==> src/rtl/fib_pkg.sv <==
// Shared definitions for the triangular-sum checker: default width,
// checker FSM states and the multiplier iteration count.
package fib_pkg;

  localparam int unsigned W_DEF     = 11;
  localparam int unsigned MUL_ITERS = W_DEF;

  typedef enum logic [1:0] {
    IDLE = 2'd0,
    MUL  = 2'd1,
    CMP  = 2'd2,
    DONE = 2'd3
  } fib_state_e;

endpackage

==> src/rtl/seq_shift_add_mul.sv <==
// Sequential W x W -> 2W shift-add multiplier, one multiplier bit per cycle, LSB first.
// `done` strobes during the final iteration, so `prod` is complete on the following cycle.
module seq_shift_add_mul
  import fib_pkg::*;
#(
  parameter int unsigned W     = W_DEF,
  parameter int unsigned ITERS = MUL_ITERS
) (
  input  logic           clk,
  input  logic           rst,
  input  logic           start,
  input  logic [W-1:0]   a,
  input  logic [W-1:0]   b,
  output logic           busy,
  output logic           done,
  output logic [2*W-1:0] prod
);

  localparam int unsigned CW = $clog2(ITERS) + 1;

  logic [2*W-1:0] mcand_q, mcand_d;
  logic [2*W-1:0] prod_q, prod_d;
  logic [W-1:0]   mplier_q, mplier_d;
  logic [CW-1:0]  cnt_q, cnt_d;
  logic           busy_q, busy_d;
  logic           last_s;

  assign last_s = busy_q && (cnt_q == CW'(ITERS - 1));

  // Next-state for operand load and one shift-add iteration
  always_comb begin
    mcand_d  = mcand_q;
    mplier_d = mplier_q;
    prod_d   = prod_q;
    cnt_d    = cnt_q;
    busy_d   = busy_q;
    if (start) begin
      mcand_d  = {{W{1'b0}}, a};
      mplier_d = b;
      prod_d   = {(2*W){1'b0}};
      cnt_d    = {CW{1'b0}};
      busy_d   = 1'b1;
    end else if (busy_q) begin
      if (mplier_q[0]) begin
        prod_d = prod_q + mcand_q;
      end else begin
        prod_d = prod_q;
      end
      mcand_d  = mcand_q << 1;
      mplier_d = mplier_q >> 1;
      cnt_d    = cnt_q + {{(CW-1){1'b0}}, 1'b1};
      busy_d   = ~last_s;
    end else begin
      busy_d = 1'b0;
    end
  end

  // Multiplier state registers
  always_ff @(posedge clk) begin
    if (rst) begin
      mcand_q  <= {(2*W){1'b0}};
      mplier_q <= {W{1'b0}};
      prod_q   <= {(2*W){1'b0}};
      cnt_q    <= {CW{1'b0}};
      busy_q   <= 1'b0;
    end else begin
      mcand_q  <= mcand_d;
      mplier_q <= mplier_d;
      prod_q   <= prod_d;
      cnt_q    <= cnt_d;
      busy_q   <= busy_d;
    end
  end

  assign busy = busy_q;
  assign done = last_s;
  assign prod = prod_q;

endmodule

==> config.mk <==
export PLATFORM = sky130hd
export DESIGN_NAME = seq_shift_add_mul
export DESIGN_NICKNAME = d
export VERILOG_FILES = /design/src/rtl/fib_pkg.sv /design/src/rtl/seq_shift_add_mul.sv
export SDC_FILE = /design/constraint.sdc
export NUM_CORES = 1
export LEC_CHECK = 0
export CAP_MARGIN = 30
export CORE_ASPECT_RATIO = 0.9
export CORE_MARGIN = 2
export CORE_UTILIZATION = 45
export CTS_CLUSTER_DIAMETER = 120
export CTS_CLUSTER_SIZE = 16
export DETAILED_ROUTE_END_ITERATION = 10
export GPL_TIMING_DRIVEN = 0
export MAX_ROUTING_LAYER = met4
export PLACE_DENSITY = 0.69
export SLEW_MARGIN = 30
export SYNTH_ARGS = -nofsm -noshare
export SYNTH_HDL_FRONTEND = slang
export SYNTH_SLANG_ARGS = --single-unit
==> constraint.sdc <==
create_clock -name clk -period 5.5 [get_ports clk]
set_clock_uncertainty 0.05 [all_clocks]
set_input_delay 1.375 -clock clk [delete_from_list [all_inputs] [get_ports clk]]
set_output_delay 1.375 -clock clk [all_outputs]
set_load 0.03 [all_outputs]
==> out/metrics.csv, run 1 <==
metric,value,unit
status,"complete, no violations",
Synth Area per Inst,8.170,sq um
cell taking the most area after synthesis,dfxtp_1,
fin crit share,0.6763,
Syn. warnings,0,
post-cts sizing count,0,
RR Startpoint,prod[0]$_SDFFE_PP0P_,
depth of the most critical reg-to-reg path,9,
Residual DRC,0,
clock transition at the registers of the reported paths,0.07,ns
synthesis-to-finish area growth,21.99,%
RSZ-0062 raised after global routing,no,
Peak Freq,0.2689,GHz
Crit Path Category,flip-flop to primary output,
sequential fraction of the synthesis area,0.3428,
Post-CTS Setup Bufs,0,
worst relative slew slack,0.3517,
crit path DAT,2.29,ns
Fin Setup TNS,0,ns
WP data required,4.07,ns
hold path endpoint,prod[8]$_SDFFE_PP0P_,
Hold Fails Final Rpt,0,
"Cell Area, Placed",4153,sq um
GRT Total Usage,0.2159,
crit-path max FO,10,
"EDFF count, synth",0,
Syn Std Cell Area,3562,sq um
final WL,8653,microns
slowest CP cell,clkdlybuf4s50_1,
post-synth top area share,0.3428,
CTS root buffer,clkbuf_8,
DR pass1 iterations,4,
ANT cells,0,
Die H,88.41,microns
Pleak,1.737,nW
commonest register cell after synthesis,dfxtp_1,
CP endpoint kind,primary output,
final setup fails,0,
Worst Setup Start Kind,flip-flop,
Die Width,97.79,microns
Overflow after GRT,0,
Worst Hold Depth,2,
max-cap viol count,0,
largest net degree at the start of global routing,11,
CTS Hold Bufs,0,
Final ANT Viol Nets,0,
hpwl dp,6480,microns
H-tree Lvls,3,
Post-Place Cells,579,
Setup WS pre-CTS,1.890,ns
routability cong.,0.9124,
nets,543,
post-synth cell types,53,
Bufs on Longest Clock Path,2,
clk sinks,61,
vias in the first global route,2951,
clock latency on the worst-skew pair,0.34,ns
CP Cell Sequence,"clkbuf_1, clkbuf_1, inv_1, nor2_1, clkdlybuf4s50_1",
Vias/cell,5.476,
Post-synth top cells,"nor2_1, dfxtp_1, a21oi_1, nand2_1, mux2i_1",
clock power share,0.417,
Net Sw Frac,0.2496,
final instance area,4345,sq um
Yosys reg bits,61,
FF-to-FF setup slack,2.97,ns
DR WL/cell,14.54,microns
fin crit period,3.719,ns
final setup margin,1.781,ns
worst hold-check path type,flip-flop to flip-flop,
crit-path most repeated cell,clkbuf_1,
CTS buffer count,9,
Int Pwr,0.7178,mW
layout cells sized above 1,0.06814,
die area,8645,sq um
Starting Density,0.4675,
Worst path max stage delay,0.68,ns
initial antenna violation count,0,
Syn Nets,485,
Psw,0.2387,mW
Logic pwr share,0.101,
synth top area cells,"dfxtp_1, mux2i_1, ha_1, nor2_1, a21oi_1",
Slew @ Worst Pin,0.9688,ns
via count,3258,
"non-filler cells, final",595,
Max Transition Viols Final,0,
Initial DRC Count,115,
Site Rows,30,
cells after synthesis,436,
sequential share of power,0.482,
Reg-to-Reg End,prod[18]$_SDFFE_PP0P_,
ys async rst share,0,
worst vdd ir,0.1456,mV
Buffers on Ports,47,
min-delay src,prod[8]$_SDFFE_PP0P_,
Core ar.,7620,sq um
first-pass GRT wire length,14390,microns
num ports,49,
CTS tree,yes,
most common cell in the netlist,nor2_1,
Pwr per Cell Area,220.1,nW/um^2
## area by class of cell
cell class	instances	area (sq um)
sequential	61	1221
clock buffer	12	145.1
clock inverter	4	47.55
multi-input combinational	343	2215
inverter	9	33.78
fill	726	3274
timing repair buffer	47	470.5
tap	96	120.1
buffer	23	92.59
## stage by stage
stage / power (mW) / util / hold WS (ns)
final: 0.9565 / 0.5703 / 0.4320
after detailed placement: 0.5680 / 0.5450 / 0.4234
after floorplan: 0.5317 / - / 0.4242
after global routing: 0.9992 / 0.5703 / 0.4520
after global placement: 0.5659 / 0.5450 / 0.4093
after CTS: 0.9671 / 0.5703 / 0.4334
## critical path: cells and delay by family (launching register included)
| kind | cells | cell delay (ns) |
|---|---|---|
| buffers and inverters | 4 | 1.50 |
| DFF | 1 | 0.34 |
| and+or+nand+nor | 1 | 0.12 |
## state kept, by name, indices dropped and copies added, names as in the netlist
name and flops:
busy 1, cnt_q 5, mcand_q 22, mplier_q 11
prod 22
## power by group through the flow
stage | Combinational [mW] | Clock (mW) | Sequential, mW
after floorplan | 0.0615 | 0 | 0.470
after global placement | 0.0946 | 0 | 0.471
after detailed placement | 0.0964 | 0 | 0.472
after CTS | 0.0971 | 0.409 | 0.461
after global routing | 0.107 | 0.430 | 0.463
final | 0.0965 | 0.399 | 0.461
## worst max path at each step
stage                     from                     to  slack [ns]  depth (start not counted)
6_report       busy$_SDFF_PP0_                   done        1.78                          5
5_1_grt        busy$_SDFF_PP0_                   done        1.55                          5
4_1_cts        busy$_SDFF_PP0_                   done        1.74                          5
3_5_place_dp             start  prod[14]$_SDFFE_PP0P_        1.89                          6
3_3_place_gp             start  prod[14]$_SDFFE_PP0P_        1.88                          6
2_1_floorplan  busy$_SDFF_PP0_                   done        2.45                          4
## cells in the final DEF, fill, tap and decap left out, drive strengths merged, types with 2 or more instances in the layout
cell / n
nor2: 74
dfxtp: 61
a21oi: 57
clkdlybuf4s50: 47
nand2: 38
mux2i: 33
clkbuf: 25
ha: 23
o21ai: 15
a21o: 13
nand3: 11
buf: 10
inv: 9
or3: 8
nand4: 7
and3: 6
o211ai: 6
nor3: 4
a32o: 4
a31oi: 4
a21boi: 3
o21a: 3
xnor2: 3
xor2: 3
and2: 3
a211o: 3
a211oi: 3
o21bai: 2
o31ai: 2
nor3b: 2
clkinv: 2
## metal layers
| layer | track usage | wire [microns] |
|---|---|---|
| met3 | 0.05450 | 355 |
| met5 | - | 0 |
| met2 | 0.3361 | 3913 |
| met1 | 0.2876 | 4339 |
| met4 | 0.04545 | 45 |
## cells by family after synthesis
kind of cell	share of synthesized area
DFF	0.3428
muxes	0.09273
and+or+nand+nor	0.1978
xor gates and xnor gates	0.01476
buffers and inverters	0.03548
adders and majority gates	0.08641
AOI/OAI and AO/OA	0.2301
Note: power is estimated with default switching activity, not from simulation.
==> run 2, diff against run 1 <==
- PLACE_DENSITY: 0.69 -> 0.71
- clock period: 5.5 -> 3.42 ns (I/O delays scaled with it)
==> run 2 against run 1 <==
Against the previous run: sequential power is 61% higher; critical path depth stayed put; first-iteration DRC count is 63% higher; sequential share of layout area hardly changed; worst hold slack worse by 0.0049 ns; clock power is 54% higher; power is 58% higher; critical endpoint unchanged; largest cell class unchanged.
==> out/metrics.csv, run 2 (same netlist as run 1, synthesis figures left out) <==
metric,value,unit,change
min-delay src,prod[8]$_SDFFE_PP0P_,,
CTS Hold Bufs,0,,unchanged
WP data required,2.51,ns,-1.56 ns
initial antenna violation count,0,,unchanged
num ports,49,,unchanged
Worst path max stage delay,0.67,ns,about the same
crit-path max FO,10,,unchanged
Residual DRC,0,,unchanged
Bufs on Longest Clock Path,2,,unchanged
Site Rows,30,,unchanged
"non-filler cells, final",595,,unchanged
clock latency on the worst-skew pair,0.35,ns,about the same
slowest CP cell,clkdlybuf4s50_1,,
nets,543,,unchanged
largest net degree at the start of global routing,12,,+1
clk sinks,61,,unchanged
routability cong.,0.9344,,+2.4%
Initial DRC Count,188,,+63%
CTS buffer count,9,,unchanged
Die H,88.41,microns,unchanged
worst vdd ir,0.2711,mV,+86%
RSZ-0062 raised after global routing,no,,
Final ANT Viol Nets,0,,unchanged
final WL,8802,microns,+1.7%
CTS root buffer,clkbuf_8,,
Crit. Startpoint,busy$_SDFF_PP0_,,
Post-Place Cells,579,,unchanged
depth of the most critical reg-to-reg path,9,,unchanged
max-cap viol count,0,,unchanged
crit path DAT,2.15,ns,-0.14 ns
"most common cell after layout, fill and taps aside",nor2_1,,
Fin Setup TNS,0,ns,unchanged
Buffers on Ports,47,,unchanged
Worst Setup Start Kind,flip-flop,,
fin crit share,0.8934,,
layout cells sized above 1,0.07214,,+0.004008
DR pass1 iterations,4,,unchanged
Starting Density,0.4675,,unchanged
FF-to-FF setup slack,0.91,ns,-2.06 ns
Reg-to-Reg End,prod[18]$_SDFFE_PP0P_,,
clock transition at the registers of the reported paths,0.07,ns,about the same
hpwl dp,6499,microns,+0.29%
synthesis-to-finish area growth,21.88,%,about the same
Die Width,97.79,microns,unchanged
fin crit period,3.055,ns,
Crit Path Category,flip-flop to primary output,,
vias in the first global route,3047,,+3.3%
Vias/cell,5.545,,+1.3%
Core ar.,7620,sq um,unchanged
Max Transition Viols Final,0,,unchanged
ANT cells,0,,unchanged
final core occ,0.5698,,about the same
H-tree Lvls,3,,unchanged
die area,8645,sq um,unchanged
CTS tree,yes,,
CP endpoint kind,primary output,,
DR WL/cell,14.79,microns,+1.7%
final setup fails,0,,unchanged
Slew @ Worst Pin,0.9066,ns,-0.06218 ns
Overflow after GRT,0,,unchanged
RR Startpoint,prod[0]$_SDFFE_PP0P_,,
worst relative slew slack,0.3933,,+0.04160
Pleak,1.732,nW,-0.25%
worst hold-check path type,flip-flop to flip-flop,,
Peak Freq,0.3273,GHz,
status,"complete, no violations",,
critical path endpoint,done,,
most frequent cells in the layout,"nor2_1, dfxtp_1, a21oi_1",,
via count,3299,,+1.3%
first-pass GRT wire length,14660,microns,+1.8%
Pwr per Cell Area,348.4,nW/um^2,+58%
CP Cell Sequence,"clkbuf_1, clkbuf_2, inv_1, nor2_1, clkdlybuf4s50_1",,
Hold Fails Final Rpt,0,,unchanged
GRT Total Usage,0.2180,,+0.002046
[run 2: how the worst min path moves through the flow]
| stage | end | slack [ns] | depth (start not counted) |
|---|---|---|---|
| 2_1_floorplan | mcand_q[21]$_SDFFE_PP0P_ | 0.42 | 2 |
| 3_3_place_gp | prod[8]$_SDFFE_PP0P_ | 0.41 | 2 |
| 3_5_place_dp | prod[8]$_SDFFE_PP0P_ | 0.42 | 2 |
| 4_1_cts | prod[9]$_SDFFE_PP0P_ | 0.43 | 2 |
| 5_1_grt | prod[6]$_SDFFE_PP0P_ | 0.45 | 2 |
| 6_report | prod[8]$_SDFFE_PP0P_ | 0.43 | 2 |
[run 2: layer usage]
metal | share of wire | routed length [microns] | global-route usage
met5 | 0 | 0 | -
met1 | 0.48 | 4192 | 0.2911
met4 | 0.010 | 88 | 0.05177
met3 | 0.061 | 536 | 0.05450
met2 | 0.45 | 3985 | 0.3354
[run 2: per-stage QoR]
stage / power (mW) / cell area (sq um) / worst slack (ns) / hold WS [ns]
2_1_floorplan: 0.8551 / 3562 / 0.8922 / 0.4242
3_3_place_gp: 0.9099 / 4153 / 0.3656 / 0.4111
3_5_place_dp: 0.9139 / 4153 / 0.3327 / 0.4207
4_1_cts: 1.522 / 4340 / 0.1438 / 0.4305
5_1_grt: 1.575 / 4342 / 0.1682 / 0.4538
6_report: 1.512 / 4342 / 0.3647 / 0.4271
[run 2: report_power, final]
group	leakage [nW]	internal [mW]	switching [mW]
sequential	0.496	0.728	0.0142
combinational	1.15	0.0717	0.0850
clock	0.0888	0.305	0.308
[run 2: critical path, delay by kind of cell (launching register included)]
| family | cells | cell delay [ns] |
|---|---|---|
| flip-flops | 1 | 0.35 |
| AND/OR/NAND/NOR | 1 | 0.10 |
| buffers and inverters | 4 | 1.35 |
[run 2: repair_timing]
item,in CTS,in global routing
resized for setup,0,2
setup buffers,0,0
hold endpoints to repair,0,0
endpoints found under the setup margin,0,1
[run 2: area by class of cell]
cell class	count	area (sq um)
Multi-Input combinational cell	343	2215
Inverter	9	33.78
Clock buffer	12	155.1
Clock inverter	4	32.53
Sequential cell	61	1221
Timing Repair Buffer	47	470.5
Fill cell	706	3278
Tap cell	96	120.1
Buffer	23	93.84
==> run 3, diff against run 2 <==
- PLACE_DENSITY: 0.71 -> not set
- PLACE_DENSITY_LB_ADDON: not set -> 0.1
==> run 3 against run 2 <==
Against the previous run: clock-buffer cell count fell by 2; cell area rose by 0.32%; worst setup slack got worse by 0.14 ns; register-to-register slack got worse by 0.05 ns; sequential power barely moved; power rose by 4.4%; sequential share of layout area fell by 0.089 points; worst hold slack got worse by 0.0032 ns; critical path depth did not move; routed wire length fell by 0.15%; fmax fell by 4.4%; first-iteration DRC count fell by 36%; critical path type unchanged; critical endpoint unchanged; largest power group unchanged.
==> out/metrics.csv, run 3 (same netlist as run 1, synthesis figures left out) <==
metric,value,unit,change
FF-to-FF setup slack,0.86,ns,-0.05 ns
nets,543,,unchanged
final core occ,0.5716,,+0.001806
crit path DAT,2.29,ns,+0.14 ns
DR WL/cell,14.82,microns,+0.19%
CP endpoint kind,primary output,,
Worst Setup Start Kind,flip-flop,,
CTS tree,yes,,
CTS buffer count,9,,unchanged
via count,3254,,-1.4%
Fin Setup TNS,0,ns,unchanged
Worst path max stage delay,0.67,ns,about the same
initial antenna violation count,0,,unchanged
DR pass1 iterations,4,,unchanged
WP data required,2.51,ns,about the same
most frequent cells in the layout,"nor2_1, dfxtp_1, a21oi_1",,
clock transition at the registers of the reported paths,0.07,ns,about the same
Hold Fails Final Rpt,0,,unchanged
largest net degree at the start of global routing,11,,-1
slowest CP cell,clkdlybuf4s50_1,,
routability cong.,0.9011,,-3.6%
synthesis-to-finish area growth,22.27,%,
"CP delay by family, top",buffers and inverters,,
Bufs on Longest Clock Path,2,,unchanged
Die Width,97.79,microns,unchanged
worst hold-check path type,flip-flop to flip-flop,,
Residual DRC,0,,unchanged
post-cts sizing count,0,,unchanged
Starting Density,0.4675,,unchanged
num ports,49,,unchanged
RSZ-0062 raised after global routing,no,,
CTS Hold Bufs,0,,unchanged
Vias/cell,5.487,,-1.0%
fillers,720,,+2.0%
Core ar.,7620,sq um,unchanged
first-pass GRT wire length,14190,microns,-3.2%
vias in the first global route,2860,,-6.1%
Buffers on Ports,47,,unchanged
Final ANT Viol Nets,0,,unchanged
Slew @ Worst Pin,0.8885,ns,-0.01810 ns
final WL,8789,microns,-0.15%
clock latency on the worst-skew pair,0.34,ns,about the same
crit-path max FO,10,,unchanged
H-tree Lvls,3,,unchanged
worst relative slew slack,0.4055,,+0.01211
CTS root buffer,clkbuf_8,,
fin crit period,3.195,ns,+0.1394 ns
Crit Path Category,flip-flop to primary output,,
max-cap viol count,0,,unchanged
Die H,88.41,microns,unchanged
fin crit share,0.9341,,+0.04076
worst vdd ir,0.2517,mV,-7.2%
die area,8645,sq um,unchanged
Final Power,1.580,mW,+4.4%
Initial DRC Count,120,,-36%
final setup fails,0,,unchanged
Overflow after GRT,0,,unchanged
crit-path most repeated cell,clkbuf_1,,
hpwl dp,6571,microns,+1.1%
status,"complete, no violations",,
Pleak,1.735,nW,+0.14%
layout cells sized above 1,0.06640,,-0.005746
Peak Freq,0.3130,GHz,-4.4%
buffers and inverters on the worst path,4,,unchanged
Max Transition Viols Final,0,,unchanged
"most common cell after layout, fill and taps aside",nor2_1,,
ANT cells,0,,unchanged
Site Rows,30,,unchanged
Pwr per Cell Area,362.7,nW/um^2,+4.1%
clk sinks,61,,unchanged
CP Cell Sequence,"clkbuf_1, clkbuf_1, inv_1, nor2_1, clkdlybuf4s50_1",,
GRT Total Usage,0.2131,,-0.004883
Post-CTS Setup Bufs,0,,unchanged
run 3: cell types whose count changed in the layout (fill, tap and decap cells not counted), sizes merged:
cell,before,now
clkinv,2,0
bufinv,0,2
clkbuf,25,23
run 3: routing by layer:
layer  share of wire  global-route usage  wire (microns)
met4          0.0096             0.05051              84
met5               0                   -               0
met1            0.51              0.2894            4450
met2            0.45              0.3229            3935
met3           0.036             0.05213             319
run 3: path summary, 6_finish.rpt:
kind                                       startpoint                    end  cells after the start
worst max register to register   prod[0]$_SDFFE_PP0P_  prod[18]$_SDFFE_PP0P_                      9
worst min-delay path            prod[21]$_SDFFE_PP0P_  prod[21]$_SDFFE_PP0P_                      2
worst max-delay path                  busy$_SDFF_PP0_                   done                      5
worst min register to register  prod[21]$_SDFFE_PP0P_  prod[21]$_SDFFE_PP0P_                      2
run 3: worst min-delay path, cell delays in order, from the launching register on:
cell     delay (ns)
dfxtp_1        0.32
nand2_1        0.05
mux2i_1        0.05
run 3: power by group:
| part | internal (mW) | switching, mW | total (mW) |
|---|---|---|---|
| clock | 0.402 | 0.278 | 0.681 |
| combinational | 0.0716 | 0.0844 | 0.156 |
| sequential | 0.728 | 0.0147 | 0.743 |
run 3: cell type report:
cell class,count,area [sq um],area share
timing repair buffer,47,470.5,0.1080
clock inverter,4,75.07,0.01724
buffer,23,92.59,0.02126
tap,96,120.1,0.02758
sequential,61,1221,0.2804
inverter,9,33.78,0.007756
clock buffer,10,127.6,0.02930
multi-input combinational,343,2215,0.5085
run 3: stage by stage:
stage / hold WS, ns / setup slack [ns] / instance area, sq um / std cells
2_1_floorplan: 0.4242 / 0.8922 / 3562 / 436
3_3_place_gp: 0.4087 / 0.3547 / 4153 / 579
3_5_place_dp: 0.4158 / 0.3438 / 4153 / 579
4_1_cts: 0.4285 / 0.1793 / 4355 / 593
5_1_grt: 0.4401 / 0.008518 / 4355 / 593
6_report: 0.4240 / 0.2253 / 4355 / 593
